File: src/rtl/adder_pkg.sv
// Shared types and sizing helpers for the digit-serial adder/subtractor.
// Latency: n/a (package only).
// Backpressure: n/a (package only).
package adder_pkg;

  typedef enum logic [1:0] {
    IDLE = 2'd0,
    RUN  = 2'd1,
    DONE = 2'd2
  } state_t;

  // Number of digit steps needed to cover the full operand width.
  function automatic int num_digits(input int width, input int digit);
    return width / digit;
  endfunction

  // Digit counter width; at least one bit so a single-step adder still has a counter.
  function automatic int cnt_bits(input int n);
    return (n <= 1) ? 1 : $clog2(n);
  endfunction

endpackage

File: src/rtl/adder_digit.sv
// Combinational DIGIT-bit ripple of full-adder cells.
// Latency: zero cycles, purely combinational.
// Backpressure: none; output follows inputs.
module adder_digit
  import adder_pkg::*;
#(
  parameter int DIGIT = 4
) (
  input  logic [DIGIT-1:0] a_i,
  input  logic [DIGIT-1:0] b_i,
  input  logic             c_i,
  output logic [DIGIT-1:0] s_o,
  output logic             c_o,
  output logic             c_top_o
);

  logic [DIGIT:0] c;

  // Ripple the carry through one full-adder cell per bit.
  always_comb begin
    c    = '0;
    s_o  = '0;
    c[0] = c_i;
    for (int i = 0; i < DIGIT; i++) begin
      s_o[i]   = a_i[i] ^ b_i[i] ^ c[i];
      c[i+1]   = (a_i[i] & b_i[i]) | (c[i] & (a_i[i] ^ b_i[i]));
    end
  end

  // The carry into the top bit is exported so the caller can form signed overflow.
  assign c_o     = c[DIGIT];
  assign c_top_o = c[DIGIT-1];

endmodule

File: src/rtl/serial_adder.sv
// Digit-serial two's-complement adder/subtractor, DIGIT bits per clock.
// Latency: WIDTH/DIGIT RUN cycles after the accepting edge, then a one-cycle done pulse.
// Backpressure: start is ignored while busy; start in the DONE cycle chains without a gap.
module serial_adder
  import adder_pkg::*;
#(
  parameter int WIDTH = 16,
  parameter int DIGIT = 4
) (
  input  logic             clk,
  input  logic             rst,
  input  logic             start,
  input  logic             sub,
  input  logic [WIDTH-1:0] a,
  input  logic [WIDTH-1:0] b,
  input  logic             cin,
  output logic             busy,
  output logic             done,
  output logic [WIDTH-1:0] sum,
  output logic             cout,
  output logic             ovf
);

  localparam int N  = num_digits(WIDTH, DIGIT);
  localparam int CW = cnt_bits(N);
  localparam logic [CW-1:0] LAST = CW'(N - 1);

  generate
    if (DIGIT < 1 || DIGIT > WIDTH || (WIDTH % DIGIT) != 0) begin : g_bad_params
      $error("serial_adder: WIDTH must be a positive multiple of DIGIT");
    end
  endgenerate

  state_t           state_q, state_d;
  logic [WIDTH-1:0] a_q, a_d;
  logic [WIDTH-1:0] b_q, b_d;
  logic [WIDTH-1:0] sum_q, sum_d;
  logic [CW-1:0]    cnt_q, cnt_d;
  logic             carry_q, carry_d;
  logic             cout_q, cout_d;
  logic             ovf_q, ovf_d;

  logic [DIGIT-1:0] dig_sum;
  logic             dig_cout;
  logic             dig_ctop;

  // Operands are shifted right each step, so the active digit is always the low slice.
  adder_digit #(
    .DIGIT(DIGIT)
  ) u_digit (
    .a_i    (a_q[DIGIT-1:0]),
    .b_i    (b_q[DIGIT-1:0]),
    .c_i    (carry_q),
    .s_o    (dig_sum),
    .c_o    (dig_cout),
    .c_top_o(dig_ctop)
  );

  // Next-state and datapath update: capture on start, one digit per RUN cycle.
  always_comb begin
    state_d = state_q;
    a_d     = a_q;
    b_d     = b_q;
    sum_d   = sum_q;
    cnt_d   = cnt_q;
    carry_d = carry_q;
    cout_d  = cout_q;
    ovf_d   = ovf_q;
    case (state_q)
      IDLE, DONE: begin
        state_d = IDLE;
        if (start) begin
          // Subtraction is A + ~B + 1: invert B here and seed the carry with 1.
          a_d     = a;
          b_d     = b ^ {WIDTH{sub}};
          carry_d = sub ? 1'b1 : cin;
          cnt_d   = '0;
          state_d = RUN;
        end
      end
      RUN: begin
        a_d     = a_q >> DIGIT;
        b_d     = b_q >> DIGIT;
        // Result digits enter at the top and slide down; after N steps digit 0 sits at bit 0.
        sum_d   = (sum_q >> DIGIT) | (WIDTH'(dig_sum) << (WIDTH - DIGIT));
        carry_d = dig_cout;
        cnt_d   = cnt_q + 1'b1;
        if (cnt_q == LAST) begin
          cout_d  = dig_cout;
          ovf_d   = dig_cout ^ dig_ctop;
          cnt_d   = '0;
          state_d = DONE;
        end
      end
      default: state_d = IDLE;
    endcase
  end

  // FSM state register.
  always_ff @(posedge clk) begin
    if (rst) begin
      state_q <= IDLE;
    end else begin
      state_q <= state_d;
    end
  end

  // Datapath registers; reset discards any partial result.
  always_ff @(posedge clk) begin
    if (rst) begin
      a_q     <= '0;
      b_q     <= '0;
      sum_q   <= '0;
      cnt_q   <= '0;
      carry_q <= 1'b0;
      cout_q  <= 1'b0;
      ovf_q   <= 1'b0;
    end else begin
      a_q     <= a_d;
      b_q     <= b_d;
      sum_q   <= sum_d;
      cnt_q   <= cnt_d;
      carry_q <= carry_d;
      cout_q  <= cout_d;
      ovf_q   <= ovf_d;
    end
  end

  assign busy = (state_q == RUN);
  assign done = (state_q == DONE);
  assign sum  = sum_q;
  assign cout = cout_q;
  assign ovf  = ovf_q;

endmodule

File: config.mk
export PLATFORM = sky130hd
export DESIGN_NAME = serial_adder
export DESIGN_NICKNAME = d
export VERILOG_FILES = /design/src/rtl/adder_pkg.sv /design/src/rtl/adder_digit.sv /design/src/rtl/serial_adder.sv
export SDC_FILE = /design/constraint.sdc
export NUM_CORES = 1
export LEC_CHECK = 0
export CAP_MARGIN = 0
export CORE_ASPECT_RATIO = 1.4
export CORE_UTILIZATION = 51
export CTS_BUF_LIST = sky130_fd_sc_hd__clkbuf_2
export DETAILED_ROUTE_END_ITERATION = 6
export GPL_TIMING_DRIVEN = 0
export HOLD_SLACK_MARGIN = 0.03
export PLACE_DENSITY_LB_ADDON = 0.05
export SETUP_SLACK_MARGIN = 0.3
export SLEW_MARGIN = 20
export SYNTH_ARGS = -nofsm -noshare
export SYNTH_HDL_FRONTEND = slang
export SYNTH_SLANG_ARGS = --single-unit
export TNS_END_PERCENT = 30
File: constraint.sdc
create_clock -name clk -period 3.6 [get_ports clk]
set_clock_uncertainty 0.05 [all_clocks]
set_input_delay 1.08 -clock clk [delete_from_list [all_inputs] [get_ports clk]]
set_output_delay 1.08 -clock clk [all_outputs]
set_load 0.05 [all_outputs]
==> tab_implementation.tex <==
\begin{tabular}{lr}
\hline
Metric & Value \\
\hline
\multicolumn{2}{l}{\textbf{Run status}} \\
Status & finished, final reports clean \\
\multicolumn{2}{l}{\textbf{Cells and area}} \\
Fraction of final layout cells with drive strength greater than 1 & a little under a tenth \\
Fillers & 408 \\
Antenna cells & 0 \\
Final layout net count & 380 \\
Area grow syn2layout & 28.1\% \\
Final Instance Area & 0.00309 mm² \\
\multicolumn{2}{l}{\textbf{Global route}} \\
Overflow after GRT & 0 \\
Largest net degree at the start of global routing & 17 \\
Initial antenna violation count & 0 \\
Global-route wire length before repair & 8.89 mm \\
GRT Util Overall & between 20\% and 30\% \\
Vias in the first global route & 1,940 \\
\multicolumn{2}{l}{\textbf{Worst setup path}} \\
Worst path arrival time & roughly 1.8 ns \\
Endpoint required time on the critical path & 2.47 ns \\
Reg2Reg Capture Point & sum[15]\$\_SDFFE\_PP0P\_ \\
Worst reg2reg path startpoint & a\_q[0]\$\_SDFFE\_PP0P\_ \\
CP Max Fanout & 10 \\
CP endpoint kind & output port \\
Startpoint of the most critical setup path & state\_q[0]\$\_SDFFE\_PP0P\_ \\
Type of element launching the critical path & register \\
Worst setup path category & register to output port \\
Length in cells of the worst reg-to-reg path & 8 \\
FF-to-FF setup slack & 1.32 ns \\
\multicolumn{2}{l}{\textbf{Pwr}} \\
Relative contribution of sequential cells to total power & $\sim$55\% \\
Internal Power & 867 µW \\
Switching power total & approximately 350 µW \\
Combinational fraction of design power & 20.3\% \\
Max VDD drop & approximately 0.25 mV \\
Areal power density over the cells & 394 mW/mm² \\
Clock share of power & between 20\% and 30\% \\
Switching portion of total power & 28.6\% \\
Leakage dissipation & 1.11 nW \\
\multicolumn{2}{l}{\textbf{Hold path}} \\
Startpoint of the tightest hold check path & sum[2]\$\_SDFFE\_PP0P\_ \\
Worst min-delay path class & register to register \\
Worst hold stages & 2 \\
Capture endpoint of the worst hold path & sum[2]\$\_SDFFE\_PP0P\_ \\
\multicolumn{2}{l}{\textbf{Drt}} \\
Post-DRT Antenna Nets & 0 \\
Routed length per instance & approximately 13 µm \\
Final wirelength & roughly 5.4 mm \\
Vias post-DR & around 2,100 \\
Number of iterations in the first detailed-routing pass & 4 \\
Post-detailed-route via-to-cell ratio & 5.33 \\
Number of DRC markers after the initial detailed-route iteration & between 100 and 150 \\
DRC violation count after routing & 0 \\
\multicolumn{2}{l}{\textbf{Synthesis}} \\
Sequential fraction of the synthesis area & 45.7\% \\
Synthesized net count & 319 \\
Cell Area, Synth & 0.00241 mm² \\
Number of distinct library cell variants in the gate-level netlist after synthesis & 25 \\
Average cell area after synthesis & 8.70 µm² \\
Number of warnings printed during yosys synthesis & 0 \\
Synth Instances & 277 \\
Post-synthesis register bit count & 55 \\
\multicolumn{2}{l}{\textbf{STA}} \\
Endpoints failing hold & 0 \\
Minimum clock period & $\sim$3.0 ns \\
Final period util & 82.2\% \\
Number of max-slew violations in the final report & 0 \\
Actual slew at the worst max-slew pin & $\sim$0.50 ns \\
Total Neg Setup Slack & 0 ns \\
Timing-limited maximum frequency & about 340 MHz \\
RSZ-0062 raised after global routing & false \\
Slew headroom & 66.9\% \\
Setup Viol. Count Final & 0 \\
\multicolumn{2}{l}{\textbf{Floorplan}} \\
Area of the die & 0.00501 mm² \\
Initial standard-cell utilization of the core & 53.1\% \\
Number of rows created at floorplan & 29 \\
Core area & 0.00454 mm² \\
Top-Level Pins & 57 \\
Chip width & 60.1 µm \\
Die Span Y & between 80 and 90 µm \\
\multicolumn{2}{l}{\textbf{Place}} \\
Area after detailed placement & 0.00303 mm² \\
Detailed-placement wirelength estimate & 3.94 mm \\
Number of port buffers & 54 \\
Routability-driven placement congestion ratio & roughly 0.77 \\
\multicolumn{2}{l}{\textbf{Clock network}} \\
Clock buffer count from CTS & 5 \\
Clock Sink Count & 55 \\
CTS clock-pin slew for the worst setup and hold paths & around 0.26 ns \\
Clock tree from TritonCTS & yes \\
Source-to-sink clock delay at the later pin of the worst-skew pair & about 0.44 ns \\
Maximum clock path buffer count & 2 \\
Root Buffer Master & sky130\_fd\_sc\_hd\_\_clkbuf\_2 \\
H-tree levels & 2 \\
Setup Fix Bufs, Post-CTS & 0 \\
Hold-fix buffers at CTS & 0 \\
\multicolumn{2}{l}{\textbf{Job}} \\
Max capacitance violation total & 0 \\
\hline
\end{tabular}
state kept, by name, indices dropped and copies added, names as in the netlist:
signal,cells
a_q,16
b_q,16
sum,16
cnt_q,2
state_q,2
carry_q,1
cout,1
ovf,1
cells in the final DEF (no fill, tap or decap), drive strengths merged, types with 4 or more instances in the layout:
master	n
dfxtp	55
clkdlybuf4s50	53
a21oi	50
nand2	38
nand3	35
a22oi	24
buf	20
xor2	16
clkbuf	13
inv	8
nor2	6
fa	4
synthesized netlist by cell type:
cell type                  count  area share, %
sky130_fd_sc_hd__a22oi_1      24            7.5
sky130_fd_sc_hd__a211oi_2      2            1.0
sky130_fd_sc_hd__a21oi_1      50             10
sky130_fd_sc_hd__buf_4         4            1.2
sky130_fd_sc_hd__nand2b_1      2           0.52
sky130_fd_sc_hd__dfxtp_1      55             46
sky130_fd_sc_hd__a31oi_1       1           0.26
sky130_fd_sc_hd__o21a_1        1           0.31
sky130_fd_sc_hd__ha_1          1           0.52
sky130_fd_sc_hd__clkbuf_1      7            1.1
sky130_fd_sc_hd__inv_1         7            1.1
sky130_fd_sc_hd__buf_6         4            1.9
sky130_fd_sc_hd__nor2b_1       2           0.52
sky130_fd_sc_hd__nand3_1      35            7.3
sky130_fd_sc_hd__nor4b_1       1           0.36
sky130_fd_sc_hd__nor2_1        6           0.93
sky130_fd_sc_hd__o22a_1        1           0.36
sky130_fd_sc_hd__nand2_1      38            5.9
sky130_fd_sc_hd__buf_2        12            2.5
sky130_fd_sc_hd__xnor2_1       1           0.36
sky130_fd_sc_hd__inv_2         1           0.16
sky130_fd_sc_hd__a311oi_2      1           0.62
sky130_fd_sc_hd__nand3b_1      1           0.31
sky130_fd_sc_hd__fa_1          4            3.3
sky130_fd_sc_hd__xor2_1       16            5.8
per-layer routing:
metal,vias to the layer above,GRT usage (%),routed length (µm)
met4,0,8.25,66
li1,1073,-,-
met2,50,41.5,2890
met1,1008,27.6,2310
met3,6,3.27,144
met5,-,0,0
critical path, cell delays in order, from the launching register on:
cell and delay [ns]:
sky130_fd_sc_hd__dfxtp_1 0.48, sky130_fd_sc_hd__nand2b_1 0.09, sky130_fd_sc_hd__buf_6 0.14, sky130_fd_sc_hd__inv_2 0.05, sky130_fd_sc_hd__buf_6 0.14, sky130_fd_sc_hd__buf_4 0.19, sky130_fd_sc_hd__clkbuf_2 0.29
worst max-delay path by stage:
stage / end / slack (ns) / depth (start not counted)
after global placement: busy / 0.65 / 6
after global routing: busy / 0.52 / 6
after floorplan: done / 1.42 / 1
after CTS: busy / 0.37 / 6
after detailed placement: busy / 0.64 / 6
final: busy / 0.64 / 6
final cells by class:
type	instances	area, µm²	share of cell area (%)
repair buffers	54	536	17.4
well taps	62	77.6	2.51
clock buffers	5	25.0	0.811
plain buffers	27	161	5.23
multi-input cells	187	1120	36.2
clock inverters	3	38.8	1.26
inverters	8	30.0	0.973
flip-flops and latches	55	1100	35.7
timing repair:
item	4_1_cts	5_1_grt
endpoints found under the setup margin	1	1
endpoints found under the hold margin	0	0
gates resized for setup	1	2
stage by stage:
step	total power [mW]	utilization [%]	hold WS, ns	std cells	setup slack [ns]
2_1_floorplan	0.832	-	0.394	277	1.42
3_3_place_gp	0.919	66.7	0.391	393	0.649
3_5_place_dp	0.925	66.7	0.403	393	0.639
4_1_cts	1.22	68.1	0.430	401	0.365
5_1_grt	1.27	68.0	0.440	401	0.518
6_report	1.21	68.0	0.421	401	0.640
cell families (layout without fill, tap and decap cells):
family | count (synthesis) | in the layout | share of synthesized area [%]
AOI/OAI and AO/OA | 80 | 80 | 20.5
and+or+nand+nor | 85 | 85 | 15.8
DFF | 55 | 55 | 45.7
buffers and inverters | 35 | 97 | 7.95
xor gates and xnor gates | 17 | 17 | 6.18
adders and majority gates | 5 | 5 | 3.84
power groups by stage:
stage               clock network (mW)  registers [mW]  logic, mW
floorplan                            0           0.693      0.139
global placement                     0           0.677      0.242
detailed placement                   0           0.678      0.247
CTS                              0.310           0.667      0.247
global route                     0.335           0.672      0.268
finish                           0.302           0.667      0.246
(Power assumes the default switching activity.)
